==> src/rtl/i2c_bus_cond_detector.sv <==
// I2C bus condition detector: synchronises and glitch-filters SCL/SDA, then reports
// START, repeated START, STOP and SCL edges, and tracks bus-busy with an idle timeout.
module i2c_bus_cond_detector #(
    parameter int SYNC_STAGES  = 2,
    parameter int FILT_LEN     = 3,
    parameter int IDLE_TIMEOUT = 1000
) (
    input  logic clk,
    input  logic rst_n,
    input  logic enable,
    input  logic scl,
    input  logic sda,
    output logic scl_filt,
    output logic sda_filt,
    output logic start,
    output logic rep_start,
    output logic stop,
    output logic scl_rise,
    output logic scl_fall,
    output logic bus_busy,
    output logic idle_timeout
);
    localparam int CW = $clog2(FILT_LEN + 1);
    localparam logic [CW-1:0] FILT_LAST = CW'(FILT_LEN - 1);

    // Line index 0 is SCL, index 1 is SDA throughout.
    logic [1:0]                  raw_in;
    logic [1:0][SYNC_STAGES-1:0] sync_q, sync_d;
    logic [1:0][CW-1:0]          cnt_q, cnt_d;
    logic [1:0]                  filt_q, filt_d;
    logic [1:0]                  prev_q, prev_d;
    logic armed_q, armed_d;
    logic busy_q, busy_d;
    logic start_q, start_d, rep_q, rep_d, stop_q, stop_d;
    logic rise_q, rise_d, fall_q, fall_d, idle_q, idle_d;
    logic det, start_cond, stop_cond, start_fire, stop_fire, to_fire;

    assign raw_in = {sda, scl};

    always_comb begin
        for (int l = 0; l < 2; l++) begin
            sync_d[l] = {sync_q[l][SYNC_STAGES-2:0], raw_in[l]};
            cnt_d[l]  = '0;
            filt_d[l] = filt_q[l];
            if (sync_q[l][SYNC_STAGES-1] != filt_q[l]) begin
                if (cnt_q[l] == FILT_LAST) filt_d[l] = sync_q[l][SYNC_STAGES-1];
                else                       cnt_d[l]  = cnt_q[l] + CW'(1);
            end
        end
    end

    // Start/stop need SCL high in both cycles, so an SDA change coincident with an
    // SCL change can only ever show up as an SCL edge.
    assign det        = enable & armed_q;
    assign start_cond = prev_q[1] & ~filt_q[1] & prev_q[0] & filt_q[0];
    assign stop_cond  = ~prev_q[1] & filt_q[1] & prev_q[0] & filt_q[0];
    assign start_fire = det & start_cond;
    assign stop_fire  = det & stop_cond;

    generate
        if (IDLE_TIMEOUT > 0) begin : g_timeout
            localparam int TW = $clog2(IDLE_TIMEOUT + 1);
            localparam logic [TW-1:0] TO_LAST = TW'(IDLE_TIMEOUT - 1);
            logic [TW-1:0] to_cnt_q, to_cnt_d;
            logic          to_hit;

            always_comb begin
                to_cnt_d = '0;
                to_hit   = 1'b0;
                if (enable & busy_q & filt_q[0] & filt_q[1]) begin
                    if (to_cnt_q == TO_LAST) to_hit   = 1'b1;
                    else                     to_cnt_d = to_cnt_q + TW'(1);
                end
            end

            // A STOP landing on the expiry cycle takes precedence.
            assign to_fire = to_hit & ~stop_fire;

            always_ff @(posedge clk) begin
                if (!rst_n) to_cnt_q <= '0;
                else        to_cnt_q <= to_cnt_d;
            end
        end else begin : g_no_timeout
            assign to_fire = 1'b0;
        end
    endgenerate

    always_comb begin
        armed_d = enable & (armed_q | (filt_q[0] & filt_q[1]));
        prev_d  = filt_q;
        start_d = start_fire;
        rep_d   = start_fire & busy_q;
        stop_d  = stop_fire;
        rise_d  = det & ~prev_q[0] & filt_q[0];
        fall_d  = det & prev_q[0] & ~filt_q[0];
        idle_d  = to_fire;
        busy_d  = busy_q;
        if (!enable)                   busy_d = 1'b0;
        else if (start_fire)           busy_d = 1'b1;
        else if (stop_fire | to_fire)  busy_d = 1'b0;
    end

    always_ff @(posedge clk) begin
        if (!rst_n) begin
            sync_q  <= '1;
            cnt_q   <= '0;
            filt_q  <= 2'b11;
            prev_q  <= 2'b11;
            armed_q <= 1'b0;
            busy_q  <= 1'b0;
            start_q <= 1'b0;
            rep_q   <= 1'b0;
            stop_q  <= 1'b0;
            rise_q  <= 1'b0;
            fall_q  <= 1'b0;
            idle_q  <= 1'b0;
        end else begin
            sync_q  <= sync_d;
            cnt_q   <= cnt_d;
            filt_q  <= filt_d;
            prev_q  <= prev_d;
            armed_q <= armed_d;
            busy_q  <= busy_d;
            start_q <= start_d;
            rep_q   <= rep_d;
            stop_q  <= stop_d;
            rise_q  <= rise_d;
            fall_q  <= fall_d;
            idle_q  <= idle_d;
        end
    end

    assign scl_filt     = filt_q[0];
    assign sda_filt     = filt_q[1];
    assign start        = start_q;
    assign rep_start    = rep_q;
    assign stop         = stop_q;
    assign scl_rise     = rise_q;
    assign scl_fall     = fall_q;
    assign bus_busy     = busy_q;
    assign idle_timeout = idle_q;
endmodule
==> config.mk <==
export PLATFORM = sky130hd
export DESIGN_NAME = i2c_bus_cond_detector
export DESIGN_NICKNAME = d
export VERILOG_FILES = /design/src/rtl/i2c_bus_cond_detector.sv
export SDC_FILE = /design/constraint.sdc
export NUM_CORES = 1
export LEC_CHECK = 0
export CORE_ASPECT_RATIO = 0.9
export CORE_MARGIN = 2
export CORE_UTILIZATION = 25
export CTS_CLUSTER_SIZE = 30
export DETAILED_ROUTE_END_ITERATION = 8
export PLACE_DENSITY = 0.39
export SLEW_MARGIN = 40
export SYNTH_ARGS = -nofsm -noshare
export SYNTH_HDL_FRONTEND = slang
export SYNTH_SLANG_ARGS = --single-unit
==> constraint.sdc <==
create_clock -name clk -period 1.9 [get_ports clk]
set_clock_uncertainty 0.1 [all_clocks]
set_input_delay 0.57 -clock clk [delete_from_list [all_inputs] [get_ports clk]]
set_output_delay 0.57 -clock clk [all_outputs]
set_load 0.05 [all_outputs]
# Word level (Yosys, flattened, before mapping)
# Index checks and enable logic that the tools add are counted.
[op_classes]
reduce_logical = 7
n_bitwise = 31
mux = 4
n_addsub = 3
n_eq_ne = 5
[ops]
columns = ["op", "n"]
rows = [
  ["$and 1x1->1", 20],
  ["$add 10x1->10 const B", 1],
  ["$eq 10x10->1 const B", 1],
  ["$not 1->1", 9],
  ["$reduce_or 3->1", 3],
  ["$reduce_and 2->1", 3],
  ["$add 2x1->2 const B", 2],
  ["$eq 2x2->1 const B", 2],
  ["$mux 1", 4],
  ["$ne 1x1->1", 2],
  ["$or 1x1->1", 2],
  ["$reduce_bool 2->1", 1],
]
[totals]
wordCells = 66
inputBits = 5
out_inout_bits = 9
register_bits = 30

# Logic depth before layout (Yosys ltp)
[logic_depth]
depth_word = 10
mapped_depth = 5
ltp_nobuf = 4

# Worst setup path after synthesis
# OpenSTA, ideal clock, no wires.
[synth_timing]
kind = "register to register"
startpoint = "register filt_q[0]"
endpoint = "register g_timeout.to_cnt_q[1]"
path_stages_with_launch = 6
setup_ps = 80
setup_slack_ps = 131
required_time_ps = 1720
synth_period_minus_slack_ps = 1769
path_buffers = 2
arrival_time_ps = 1589
cell_sequence = "dfxtp_1 buf_2 nand2_1 or2_2 clkbuf_1 nor3b_1"
[synth_via]
elab_chain_len = 4
[synth_lines]
columns = ["item", "line_no", "source"]
rows = [
  ["from (decl)", "30", "logic [1:0] filt_q, filt_d;"],
  ["from (signal assigned)", "120", "filt_q <= filt_d;"],
  ["$and 1x1->1 (2 in series)", "70", "if (enable & busy_q & filt_q[0] & filt_q[1]) begin"],
  ["$not 1->1 (no line)", "n/a", ""],
  ["$reduce_or 3->1 (no line)", "n/a", ""],
  ["to (signal assigned)", "81", "else to_cnt_q <= to_cnt_d;"],
  ["to (decl)", "64", "logic [TW-1:0] to_cnt_q, to_cnt_d;"],
]
# Every way passes these cells.
# A chain may end at the register's enable or synchronous reset.

# Final worst setup path
[layout_timing]
startpoint = "input port enable"
endpoint = "register busy_q (netlist: bus_busy)"
[layout_via]
elab_chain_len = 7
word_cells_on_any_way = 13
classes_between = "2 x mux; 9 x bitwise; 2 x reduce/logical"
[layout_lines]
columns = ["item", "line_no", "source"]
rows = [
  ["from (decl)", "10", "input logic enable,"],
  ["$and 1x1->1 (3 in series)", "70", ""],
  ["$mux 1", "70", ""],
  ["$and 1x1->1", "77", "assign to_fire = to_hit & ~stop_fire;"],
  ["$or 1x1->1", "100", "else if (stop_fire | to_fire) busy_d = 1'b0;"],
  ["$reduce_bool 2->1 (no line)", "n/a", ""],
  ["to (signal assigned)", "123", "busy_q <= busy_d;"],
  ["to (decl)", "33", "logic busy_q, busy_d;"],
]
# Several ways; a longest one is shown, not always the timed one.

==> run_results.csv <==
group,metric,value,unit
logic_synthesis,synth_edf_count,0,
place,detailed_place_hpwl,1.50,mm
clock_network,ctsResizeCount,0,
die,coreArea,0.00440,mm²
global_routing,grt_pass1_wl,3.66,mm
layout,diodes,0,
global_routing,first_global_vias,791,
clock_network,post_cts_buffers,0,
logic_synthesis,synthesis.nets,120,
clock_network,cts_buffer_depth,2,
sta,slew_violations,0,
layout,multiInputGateArea,503,µm²
run,max_cap_violations,0,
layout,finalCoreUtilization,0.340,
logic_synthesis,syn_area,0.00114,mm²
pwr,peakVddDrop,0.529,mV
worst_setup_path,cpMaxStageDelayCell,"clkdlybuf4s50_1",
sta,relSlewSlack,0.727,
die,num_rows,23,
layout,ff_latch_area,601,µm²
sta,holdWs,311,ps
route,wirelength,2.08,mm
global_routing,grt_remaining_overflow,0,
logic_synthesis,ys_seq_area_frac,0.529,
sta,finalCritPeriodShare,0.928,
place,place.gp.congestion,0.733,
clock_network,htree_num_levels,2,
sta,tightest_slew,408,ps
min_path,min_path_type,"reg -> reg",
global_routing,track_usage,0.0993,
worst_setup_path,cpPeakStageDelay,530,ps
worst_setup_path,crit_required,1990,ps
route,antenna_left,0,
die,start_util,0.258,
sta,timing.final.ws_setup,136,ps
sta,hold_violations,0,
pwr,total_power,1.28,mW
clock_network,root_buffer,"clkbuf_8",
global_routing,grt_max_degree,12,
route,first_iter_violations,60,
worst_setup_path,critPathMaxFanout,4,
logic_synthesis,synth_warnings,0,
die,die_y,68.0,µm
worst_setup_path,cp_num_buf_inv,1,
clock_network,cts_sinks,30,
clock_network,cts_made_buffers,5,
pwr,power_density,858,mW/mm²
route,viasPerCell,4.11,
worst_setup_path,path_class,"in -> reg",
die,die_w,75.1,µm
logic_synthesis,postSynthCellCount,112,
logic_synthesis,synthArstFlopShare,0,
worst_setup_path,cp.arrival,1860,ps
route,first_pass_iters,4,
worst_setup_path,crit_family,"simple AND/OR/NAND/NOR gates",
sta,rsz0062_at_grt,"no",
place,dp_slack,-153,ps
pwr,leakage,0.570,nW
worst_setup_path,cp_cell_sequence,"clkdlybuf4s50_1 > nand3_1 > or4_1 > o31ai_1",
sta,layout_min_cycle_time,1760,ps
sta,fmax,0.567,GHz
layout,fillers,437,
worst_setup_path,worst_setup_path_end_kind,"flop",
route,vias,809,
layout,area_growth,31.6,%
route,post_drt_wl_per_cell,10.6,µm
logic_synthesis,synth_seq_cells,30,
global_routing,antenna_found_initial,0,
place,portBuffers,13,
clock_network,cts_hold_buf,0,
sta,setup_viol,0,
worst_setup_path,start_kind,"primary input",
clock_network,path_clk_slew,60,ps
die,die_area,0.00510,mm²
die,ioPinCount,14,
logic_synthesis,syn_avg_cell_area,10.1,µm²
logic_synthesis,netlist-cell-type-count,32,
clock_network,cts_tree,"built",
route,drc_errors,0,
logic_synthesis,synth_ff_type,"dfxtp_1",
clock_network,clk_latency,270,ps
sta,finalSetupTns,0,ps
layout,finalNetCount,142,
outcome,outcome,"finished clean",
layout,drive_gt1_frac,0.230,
## sequential cells by signal (all words and copies together) (netlist names)
register / cells
start: 1
armed_q: 1
prev_q: 2
rep_start: 1
scl_rise: 1
filt_q: 2
scl_fall: 1
sync_d: 2
sync_q: 2
idle_timeout: 1
g_timeout.to_cnt_q: 10
stop: 1
bus_busy: 1
cnt_q: 4
## logic make-up (layout without fill, tap and decap cells)
| group | Yosys count | count (layout) | synth area share |
|---|---|---|---|
| flops | 30 | 30 | 0.529 |
| xor+xnor | 5 | 5 | 0.0385 |
| simple gates | 52 | 52 | 0.279 |
| buf+inv | 8 | 31 | 0.0286 |
| fa+ha+maj | 3 | 3 | 0.0330 |
| mux | 2 | 2 | 0.0176 |
| compound gates | 12 | 12 | 0.0749 |
## power by group
group	internal, mW	switching (mW)
Clock	0.385	0.229
Sequential	0.635	0.00292
Combinational	0.0184	0.0125
Total	1.04	0.244
## path summary, 6_finish.rpt
| check | cells after the start | to | startpoint | slack, ps |
|---|---|---|---|---|
| max | 4 | bus_busy | enable | 140 |
| min | 1 | cnt_q[2] | cnt_q[2] | 310 |
| max reg2reg | 3 | g_timeout.to_cnt_q[9] | g_timeout.to_cnt_q[5] | 330 |
| min reg2reg | 1 | cnt_q[2] | cnt_q[2] | 310 |
## cells in the mapped netlist, types with 3 or more instances
cell      instances  area share
a211oi_1          4       0.026
inv_1             4       0.013
nor2_1            8       0.026
nand2b_1          6       0.033
o21ai_0           3       0.013
nand3_1           5       0.022
dfxtp_1          30        0.53
o31ai_1           3       0.020
xor2_1            4       0.031
ha_1              3       0.033
nand2_1          10       0.033
nor3_1            4       0.018
## layout make-up
| cell class | count | share of cell area |
|---|---|---|
| clock buffer | 5 | 0.0460 |
| clock inverter | 3 | 0.0268 |
| inverter | 4 | 0.0100 |
| multi-input combinational | 74 | 0.336 |
| sequential | 30 | 0.402 |
| tap | 62 | 0.0519 |
| timing repair buffer | 19 | 0.127 |
## through the flow
step                instances  instance area, µm²
floorplan                 112                1140
global placement          189                1390
detailed placement        189                1390
CTS                       197                1500
global route              197                1500
finish                    197                1500
## per-layer routing
metal  vias up  global-route usage  wire (µm)
met5         -                   0          0
met4         0              0.0536         23
met3         2              0.0412         93
met2        12               0.139        853
met1       360               0.128       1110
li1        435                   -          -
## layout by cell type, fill, tap and decap left out, drive strengths merged
cell           Yosys  layout
nand3              6       6
nor3               5       5
bufinv             0       1
mux2i              2       2
clkinv             0       2
or4                3       3
clkdlybuf4s50      0       4
and2               1       1
ha                 3       3
a21oi              1       1
o21ai              3       3
buf                2      15
nor2               8       8
nor3b              2       2
dfxtp             30      30
a211oi             5       5
nand4              2       2
or2                1       1
nand2b             6       6
clkbuf             2       5
or3                3       3
nand3b             2       2
nand2             10      10
xor2               4       4
xnor2              1       1
nor4               2       2
o31ai              3       3
or3b               1       1
inv                4       4
Note: power is estimated with default switching activity, not from simulation.
